## src/rtl/register_bank_pkg.sv

```systemverilog
// Shared definitions for the register bank: reset value default and clear-sweep FSM encoding.
package register_bank_pkg;

    localparam int unsigned RESET_VAL_DEFAULT = 0;

    typedef enum logic {
        ST_IDLE  = 1'b0,
        ST_SWEEP = 1'b1
    } state_t;

endpackage

```

## src/rtl/register_bank_if.sv

```systemverilog
// Register bank bus: one write port, two read ports, clear request and busy status.
interface register_bank_if #(
    parameter int WIDTH = 8,
    parameter int DEPTH = 8
);
    localparam int AW = $clog2(DEPTH);

    // No backpressure: a write is taken when load=1 and busy=0 at the edge, otherwise dropped;
    // rd_en_x qualifies a read whose data/valid appear registered one edge later and then hold.
    logic             load;
    logic [AW-1:0]    wr_addr;
    logic [WIDTH-1:0] data_in;
    logic             rd_en_a;
    logic [AW-1:0]    rd_addr_a;
    logic [WIDTH-1:0] data_out_a;
    logic             valid_a;
    logic             rd_en_b;
    logic [AW-1:0]    rd_addr_b;
    logic [WIDTH-1:0] data_out_b;
    logic             valid_b;
    logic             clear;
    logic             busy;

    modport master (
        output load, wr_addr, data_in, rd_en_a, rd_addr_a, rd_en_b, rd_addr_b, clear,
        input  data_out_a, valid_a, data_out_b, valid_b, busy
    );

    modport slave (
        input  load, wr_addr, data_in, rd_en_a, rd_addr_a, rd_en_b, rd_addr_b, clear,
        output data_out_a, valid_a, data_out_b, valid_b, busy
    );

endinterface

```

## src/rtl/register_bank_rdport.sv

```systemverilog
// One registered read port: address range check, optional write-through mux, output registers.
module register_bank_rdport #(
    parameter int WIDTH  = 8,
    parameter int DEPTH  = 8,
    parameter int AW     = $clog2(DEPTH),
    parameter bit BYPASS = 1'b0
) (
    input  logic             clk,
    input  logic             rst,
    input  logic             rd_en,
    input  logic [AW-1:0]    rd_addr,
    input  logic [WIDTH-1:0] mem [DEPTH],
    input  logic [DEPTH-1:0] written,
    input  logic             wr_en,
    input  logic [AW-1:0]    wr_addr,
    input  logic [WIDTH-1:0] wr_data,
    output logic [WIDTH-1:0] data_out,
    output logic             valid
);

    logic             in_range;
    logic             hit;
    logic [WIDTH-1:0] next_data;
    logic             next_valid;

    // Extra bit so a power-of-two DEPTH does not wrap to zero in the compare.
    assign in_range = ({1'b0, rd_addr} < (AW + 1)'(DEPTH));
    assign hit      = wr_en && (wr_addr == rd_addr);

    always_comb begin
        next_data  = '0;
        next_valid = 1'b0;
        if (in_range) begin
            next_data  = mem[rd_addr];
            next_valid = written[rd_addr];
            if (BYPASS && hit) begin
                next_data  = wr_data;
                next_valid = 1'b1;
            end
        end
    end

    always_ff @(posedge clk or posedge rst) begin
        if (rst) begin
            data_out <= '0;
            valid    <= 1'b0;
        end else if (rd_en) begin
            data_out <= next_data;
            valid    <= next_valid;
        end
    end

endmodule

```

## src/rtl/register_bank.sv

```systemverilog
// DEPTH x WIDTH register bank with written flags, two registered read ports and a clear sweep.
// Build option: define REGISTER_BANK_BYPASS_EN for write-through reads (default read-before-write).
module register_bank
    import register_bank_pkg::*;
#(
    parameter int               WIDTH     = 8,
    parameter int               DEPTH     = 8,
    parameter logic [WIDTH-1:0] RESET_VAL = WIDTH'(RESET_VAL_DEFAULT)
) (
    input  logic                   clk,
    input  logic                   rst,
    register_bank_if.slave         bus,
    output state_t                 state
);

    localparam int          AW   = $clog2(DEPTH);
    localparam logic [AW-1:0] LAST = AW'(DEPTH - 1);

`ifdef REGISTER_BANK_BYPASS_EN
    localparam bit BYPASS = 1'b1;
`else
    localparam bit BYPASS = 1'b0;
`endif

    logic [WIDTH-1:0] mem [DEPTH];
    logic [DEPTH-1:0] written;
    logic [AW-1:0]    ptr;
    logic             busy;
    logic             wr_en;

    assign wr_en    = bus.load && !busy && ({1'b0, bus.wr_addr} < (AW + 1)'(DEPTH));
    assign bus.busy = busy;

    // A write and the sweep never collide: writes are blocked for the whole sweep.
    always_ff @(posedge clk or posedge rst) begin
        if (rst) begin
            for (int i = 0; i < DEPTH; i++) mem[i] <= RESET_VAL;
            written <= '0;
            ptr     <= '0;
            busy    <= 1'b0;
            state   <= ST_IDLE;
        end else begin
            if (wr_en) begin
                mem[bus.wr_addr]     <= bus.data_in;
                written[bus.wr_addr] <= 1'b1;
            end
            case (state)
                ST_IDLE: begin
                    if (bus.clear) begin
                        state <= ST_SWEEP;
                        busy  <= 1'b1;
                        ptr   <= '0;
                    end
                end
                ST_SWEEP: begin
                    mem[ptr]     <= RESET_VAL;
                    written[ptr] <= 1'b0;
                    if (ptr == LAST) begin
                        state <= ST_IDLE;
                        busy  <= 1'b0;
                        ptr   <= '0;
                    end else begin
                        ptr <= ptr + 1'b1;
                    end
                end
                default: begin
                    state <= ST_IDLE;
                    busy  <= 1'b0;
                    ptr   <= '0;
                end
            endcase
        end
    end

    register_bank_rdport #(.WIDTH(WIDTH), .DEPTH(DEPTH), .AW(AW), .BYPASS(BYPASS)) u_rd_a (
        .clk      (clk),
        .rst      (rst),
        .rd_en    (bus.rd_en_a),
        .rd_addr  (bus.rd_addr_a),
        .mem      (mem),
        .written  (written),
        .wr_en    (wr_en),
        .wr_addr  (bus.wr_addr),
        .wr_data  (bus.data_in),
        .data_out (bus.data_out_a),
        .valid    (bus.valid_a)
    );

    register_bank_rdport #(.WIDTH(WIDTH), .DEPTH(DEPTH), .AW(AW), .BYPASS(BYPASS)) u_rd_b (
        .clk      (clk),
        .rst      (rst),
        .rd_en    (bus.rd_en_b),
        .rd_addr  (bus.rd_addr_b),
        .mem      (mem),
        .written  (written),
        .wr_en    (wr_en),
        .wr_addr  (bus.wr_addr),
        .wr_data  (bus.data_in),
        .data_out (bus.data_out_b),
        .valid    (bus.valid_b)
    );

endmodule
```

## src/flat_wrapper.sv

```systemverilog
// flat-port wrapper written by rule: the top's interface ports become plain ports
module register_bank_flat import register_bank_pkg::*;
#(
    parameter int               WIDTH     = 8,
    parameter int               DEPTH     = 8,
    parameter logic [WIDTH-1:0] RESET_VAL = WIDTH'(RESET_VAL_DEFAULT)
)
  (clk, rst, state, bus_load, bus_wr_addr, bus_data_in, bus_rd_en_a, bus_rd_addr_a, bus_rd_en_b, bus_rd_addr_b, bus_clear, bus_data_out_a, bus_valid_a, bus_data_out_b, bus_valid_b, bus_busy);
  register_bank_if #(.WIDTH(WIDTH), .DEPTH(DEPTH)) bus_i ();
  input  logic clk;
  input  logic rst;
  output state_t state;
  input wire logic [$bits(bus_i.load)-1:0] bus_load;
  input wire logic [$bits(bus_i.wr_addr)-1:0] bus_wr_addr;
  input wire logic [$bits(bus_i.data_in)-1:0] bus_data_in;
  input wire logic [$bits(bus_i.rd_en_a)-1:0] bus_rd_en_a;
  input wire logic [$bits(bus_i.rd_addr_a)-1:0] bus_rd_addr_a;
  input wire logic [$bits(bus_i.rd_en_b)-1:0] bus_rd_en_b;
  input wire logic [$bits(bus_i.rd_addr_b)-1:0] bus_rd_addr_b;
  input wire logic [$bits(bus_i.clear)-1:0] bus_clear;
  output wire logic [$bits(bus_i.data_out_a)-1:0] bus_data_out_a;
  output wire logic [$bits(bus_i.valid_a)-1:0] bus_valid_a;
  output wire logic [$bits(bus_i.data_out_b)-1:0] bus_data_out_b;
  output wire logic [$bits(bus_i.valid_b)-1:0] bus_valid_b;
  output wire logic [$bits(bus_i.busy)-1:0] bus_busy;
  assign bus_i.load = bus_load;
  assign bus_i.wr_addr = bus_wr_addr;
  assign bus_i.data_in = bus_data_in;
  assign bus_i.rd_en_a = bus_rd_en_a;
  assign bus_i.rd_addr_a = bus_rd_addr_a;
  assign bus_i.rd_en_b = bus_rd_en_b;
  assign bus_i.rd_addr_b = bus_rd_addr_b;
  assign bus_i.clear = bus_clear;
  assign bus_data_out_a = bus_i.data_out_a;
  assign bus_valid_a = bus_i.valid_a;
  assign bus_data_out_b = bus_i.data_out_b;
  assign bus_valid_b = bus_i.valid_b;
  assign bus_busy = bus_i.busy;
  register_bank #(.WIDTH(WIDTH), .DEPTH(DEPTH), .RESET_VAL(RESET_VAL)) u_core (.clk(clk), .rst(rst), .bus(bus_i), .state(state));
endmodule
```

## config.mk

```make
export PLATFORM = sky130hd
export DESIGN_NAME = register_bank_flat
export DESIGN_NICKNAME = d
export VERILOG_FILES = /design/src/rtl/register_bank_pkg.sv /design/src/rtl/register_bank_if.sv /design/src/rtl/register_bank_rdport.sv /design/src/rtl/register_bank.sv /design/src/flat_wrapper.sv
export SDC_FILE = /design/constraint.sdc
export NUM_CORES = 1
export LEC_CHECK = 0
export ABC_AREA = 0
export CELL_PAD_IN_SITES_DETAIL_PLACEMENT = 1
export CELL_PAD_IN_SITES_GLOBAL_PLACEMENT = 1
export CORE_ASPECT_RATIO = 0.5
export CORE_MARGIN = 2
export CORE_UTILIZATION = 49
export DETAILED_ROUTE_END_ITERATION = 6
export HOLD_SLACK_MARGIN = 0.02
export PLACE_DENSITY = 0.9
export SLEW_MARGIN = 20
export SYNTH_ARGS = -nofsm -noshare
export SYNTH_HDL_FRONTEND = slang
export SYNTH_SLANG_ARGS = --single-unit
```

## constraint.sdc

```tcl
create_clock -name clk -period 6.7 [get_ports clk]
set_input_delay 1.34 -clock clk [delete_from_list [all_inputs] [get_ports clk]]
set_output_delay 1.34 -clock clk [all_outputs]
set_load 0.01 [all_outputs]
```

Word-level counts from Yosys, hierarchy flattened
Index checks and enable logic that the tools add are counted.
- logic and storage cells: 81
- output and inout bits: 20
- bits in registers: 95
- add/sub/neg operators: 1
- bitwise logic cells: 10
- multiplexer cells: 32
- equality and inequality tests: 3
- reductions and logical operators: 7
- order comparisons: 12
- operators with widths (cell ; count):
    64-bit 2-to-1 mux ; 2
    64-bit bitwise AND ; 1
    64-bit bitwise mux ; 1
    8-bit 2-to-1 mux ; 8
    64-bit NOT ; 1
    8-bit binary-select mux with 3-bit select ; 2
    8-bit demux with 3-bit select ; 2
    4-bit greater-or-equal comparator, second input constant ; 4
    3-bit by 4-bit less-than comparator with 1-bit output, second input constant ; 4
    3-bit NOT with 4-bit output ; 4
    8-bit bitwise AND ; 1
    4-bit by 1-bit less-than comparator with 1-bit output, second input constant ; 2
    1-bit 2-to-1 mux ; 8
    8-bit NOT ; 1
    8-bit OR ; 1
    1-bit binary-select mux with 3-bit select ; 2
    1-bit demux with 3-bit select ; 2
    3-bit by 1-bit greater-or-equal comparator with 1-bit output, second input constant ; 2
    3-bit 2-to-1 mux ; 2
    3-bit case mux with 2 select lines ; 1
    1-bit logical AND ; 5
    2-bit != test, second input constant ; 2
    1-bit case mux with 2 select lines ; 2
    3-bit by 1-bit adder with 3-bit output, second input constant ; 1
    4 further kinds ; 4

Longest topological paths before layout
- depth in word-level cells: 9
- mapped depth: 6
- mapped depth without buffers: 4

Modules after synthesis
A second synthesis with hierarchy kept.
- cells, all modules: 571
- area, all modules: 5466.5 µm²
- modules (own cells, without submodules) (module ; seq. area each (µm²) ; cells each ; instances ; area each (µm²)):
    register_bank ; 1926.8 ; 363 ; 1 ; 3447.1
    register_bank_rdport ; 225.2 ; 104 ; 2 ; 1009.7

Least setup slack after synthesis
OpenSTA, ideal clock, no wires.
- path kind: input to register
- start point: input bus_rd_addr_a[0]
- end point: register u_core.u_rd_a.data_out[0]
- setup slack: 4361 ps
- arrival: 2219 ps
- cell stages on the path: 5
- path buffers: 3
- required time: 6580 ps
- path through: buf_6 -> buf_12 -> buf_12 -> a211o_1 -> a41o_1
- longest elaborated chain between the ends: 4
- RTL lines (what ; RTL line ; source):
    from (decl) ; flat_wrapper.sv:17 ; input wire logic [$bits(bus_i.rd_addr_a)-1:0] bus_rd_addr_a;
    3-bit NOT with 4-bit output (implied by the code) ; register_bank_rdport.sv:34 ; next_data = mem[rd_addr];
    8-bit binary-select mux with 3-bit select ; register_bank_rdport.sv:34 ;
    8-bit 2-to-1 mux (implied by the code) (2 in a row) ; register_bank_rdport.sv:34 ;
    to (signal assigned) ; register_bank_rdport.sv:48 ; data_out <= next_data;
    to (decl) ; register_bank_rdport.sv:17 ; output logic [WIDTH-1:0] data_out,
Every way passes these cells. The select of a mux whose other input is x is not followed.
A chain may end at the register's enable or synchronous reset.

Final worst setup path
- start point: input bus_rd_addr_b[1]
- end point: register u_core.u_rd_b.data_out[7]
- longest elaborated chain between the ends: 4
- RTL lines (what ; RTL line ; source):
    from (decl) ; flat_wrapper.sv:19 ; input wire logic [$bits(bus_i.rd_addr_b)-1:0] bus_rd_addr_b;
    3-bit NOT with 4-bit output (implied by the code) ; register_bank_rdport.sv:34 ;
    8-bit binary-select mux with 3-bit select ; register_bank_rdport.sv:34 ;
    8-bit 2-to-1 mux (implied by the code) (2 in a row) ; register_bank_rdport.sv:34 ;
    to (signal assigned) ; register_bank_rdport.sv:48 ;
    to (decl) ; register_bank_rdport.sv:17 ;
Every way passes these cells. The select of a mux whose other input is x is not followed.

==> flow_metrics.py <==
metrics = {
    "place": {
        "dp_hpwl_mm": 12.3,
        "placedCellCount": 706,
        "numPortBuffers": 42,
        "place_ws_ns": 3.43,
        "gp_congestion": 0.868,
    },
    "cts": {
        "cts.sinks": 95,
        "htreeDepth": 3,
        "hold_buffers": 0,
        "cts_max_path_buffers": 2,
        "cts_resized": 0,
        "clk_pin_slew_ns": 0.07,
        "cts-root-buf": "clkbuf_16",
        "cts_made_buffers": 9,
        "cts_tree": "done",
        "cts_setup_buffers": 0,
        "clock_latency_ns": 0.35,
    },
    "grt": {
        "antenna_found_initial": 1,
        "gr-usage-met2": 0.512,
        "overflow": 0,
        "grt_pass1_wl_mm": 29.7,
        "grt_use_met3": 0.120,
        "busiest_layer": "met2",
        "grt_pass1_vias": 5049,
        "grt_max_degree": 62,
        "grt_use_total": 0.328,
        "use_met1": 0.441,
    },
    "floorplan": {
        "core_um2": 10800,
        "fp.dieH_um": 78.2,
        "initial_core_util": 0.498,
        "io_pins": 43,
        "num_rows": 27,
        "dieArea_um2": 11900,
        "die_w_um": 152,
    },
    "run_status": {
        "status": "finished, final reports clean",
    },
    "synthesis": {
        "synth-edff-count": 0,
        "synth_area_um2": 5400,
        "synthAdderAreaFrac": 0.00464,
        "synthCells": 567,
        "yosysWarnings": 0,
        "seq_area_frac_synth": 0.441,
        "synth-xor-area-share": 0,
        "synth_simple_gate_area_share": 0.167,
        "post_synth_mux_area_share": 0.100,
        "synth_top_family_by_area": "compound AO/OA/AOI/OAI gates",
        "synth-async-reset-ratio": 1.00,
        "synth_compound_area_frac": 0.220,
        "ys_ff_latch": 95,
        "syn_nets": 592,
        "synth_flop_cell": "dfrtp_1",
        "synth_cell_types": 34,
        "synth_area_per_cell_um2": 9.52,
    },
    "power_and_ir_drop": {
        "vdd_drop_max_mv": 0.137,
        "p_leak_uw": 0.00267,
        "power_density_nw_per_um2": 375,
    },
    "timing": {
        "finClkSkew_ns": 0.00801,
        "period_minus_slack_ns": 3.07,
        "setup_viol_count_final": 0,
        "clock.fmax_mhz": 325,
        "period_share": 0.459,
        "hold_viol": 0,
        "rsz0062_at_grt": "false",
        "slew_viol_final": 0,
        "tightest_slew_ns": 0.925,
        "fin_ws_ns": 3.63,
        "tns_ns": 0,
        "slew_headroom": 0.381,
    },
    "routing": {
        "drc": 0,
        "routed_wirelength_mm": 19.4,
        "vias": 4980,
        "dr.first_iter.drc_count": 631,
        "routed_via_density": 6.91,
        "ant_nets": 0,
        "avgRoutedWirePerCell_um": 27.0,
        "dr.pass1.iters": 5,
    },
    "hold_path": {
        "hp-class": "flop to flop",
    },
    "finish": {
        "fillers": 1215,
        "diodes": 0,
        "register_area_um2": 2380,
        "fin_nets": 597,
        "multi_input_area_um2": 2660,
        "drive_above_1_share": 0.0590,
        "final_cells": 721,
        "area_growth_pct": 11.7,
        "final_util": 0.556,
    },
    "critical_path": {
        "start_kind": "input port",
        "required_ns": 6.94,
        "crit_fanout": 12,
        "critical_path_arrival_ns": 3.31,
        "worstSetupPathType": "input port to flop",
        "end_kind": "flop",
    },
    "run": {
        "cap_violations": 0,
    },
}
[synthesized netlist by cell type, types with 6 or more instances]
| library cell | number | area (um^2) |
|---|---|---|
| o21ai_0 | 61 | 305 |
| nand3_1 | 82 | 410 |
| a41o_1 | 18 | 180 |
| clkbuf_1 | 16 | 60.1 |
| nor2b_1 | 30 | 188 |
| buf_4 | 6 | 45.0 |
| nor2_1 | 13 | 48.8 |
| mux2i_1 | 54 | 541 |
| dfrtp_1 | 95 | 2380 |
| a22oi_1 | 18 | 135 |
| nand2_1 | 6 | 22.5 |
| and2b_1 | 10 | 75.1 |
| nand2b_1 | 7 | 43.8 |
| a211o_1 | 18 | 158 |
| a21oi_1 | 74 | 370 |
| buf_2 | 18 | 90.1 |
[area by class of cell]
cell class	count	share of cell area
well taps	145	0.0301
multi-input cells	413	0.441
clock buffers	12	0.0442
clock inverters	3	0.0108
flip-flops and latches	95	0.395
inverters	5	0.00332
repair buffers	48	0.0760
[cells in the final DEF (no fill, tap or decap)]
cell type | synthesis | layout
ha_1 | 2 | 2
nor2_1 | 13 | 13
o21ai_0 | 61 | 61
bufinv_16 | 0 | 2
nor3_2 | 2 | 2
a41o_1 | 18 | 18
inv_1 | 5 | 4
and2b_1 | 10 | 10
dfrtp_1 | 95 | 95
and2_1 | 1 | 1
buf_2 | 18 | 1
buf_4 | 6 | 7
or3b_4 | 1 | 1
nor2b_1 | 30 | 29
nand3_1 | 82 | 82
clkbuf_16 | 0 | 9
a211o_1 | 18 | 18
nor2_2 | 4 | 4
clkinv_2 | 0 | 2
clkbuf_8 | 0 | 3
clkdlybuf4s50_1 | 0 | 40
or2_1 | 1 | 1
o22ai_1 | 1 | 1
nand2b_1 | 7 | 7
a22oi_1 | 18 | 18
nand3b_1 | 1 | 1
nor2b_2 | 0 | 1
and3b_1 | 1 | 1
nand2b_2 | 1 | 1
o21ai_1 | 5 | 5
o32ai_1 | 1 | 1
mux2i_1 | 54 | 54
a21oi_1 | 74 | 74
nor3b_4 | 1 | 1
nand2_1 | 6 | 6
[cell families after synthesis]
group,count (synthesis)
AO/OA/AOI/OAI,196
AND/OR/NAND/NOR,161
flip-flops,95
buffers and inverters,59
multiplexers,54
adder cells (fa/ha/maj),2
[sequential cells by signal, summed over array words and instances (netlist names)]
name                    count
u_core.u_rd_a.data_out      8
u_core.u_rd_b.valid         1
u_core.state                1
u_core.written              8
u_core.u_rd_b.data_out      8
u_core.ptr                  3
u_core.mem                 64
u_core.u_rd_a.valid         1
u_core.bus.busy             1
[critical path: stages]
cell and delay, ns:
clkdlybuf4s50_1 0.72, nor2b_1 0.69, a22oi_1 0.25, a41o_1 0.30
[per-stage QoR]
stage	instance area [um^2]	total power [uW]	hold slack, ns
floorplan	5400	1330	0.470
global placement	5690	1570	0.496
detailed placement	5690	1620	0.527
CTS	6020	2220	0.565
global route	6030	2340	0.592
finish	6030	2260	0.563
[worst paths after layout]
path                       cells after the start        startpoint                        end  slack (ns)
max in group asynchronous                      3               rst             u_core.mem[36]        4.07
min in group asynchronous                      2               rst        u_core.u_rd_a.valid        1.39
min                                            2    u_core.mem[27]             u_core.mem[27]        0.56
max                                            4  bus_rd_addr_b[1]  u_core.u_rd_b.data_out[7]        3.63
min reg2reg                                    2    u_core.mem[27]             u_core.mem[27]        0.56
max reg2reg                                    3      u_core.state          u_core.written[5]        4.97
[report_power, final]
part,switching [uW],internal (uW)
Sequential,188,763
Clock,226,355
Combinational,443,286
Total,857,1400
[per-layer routing]
layer / part of all wire / routed length [um] / vias up
met1: 0.42 / 8180 / 2519
met4: 0.022 / 432 / 0
met2: 0.44 / 8590 / 316
li1: - / - / 2091
met3: 0.12 / 2240 / 54
met5: 0 / 0 / -
(Power assumes the default switching activity.)
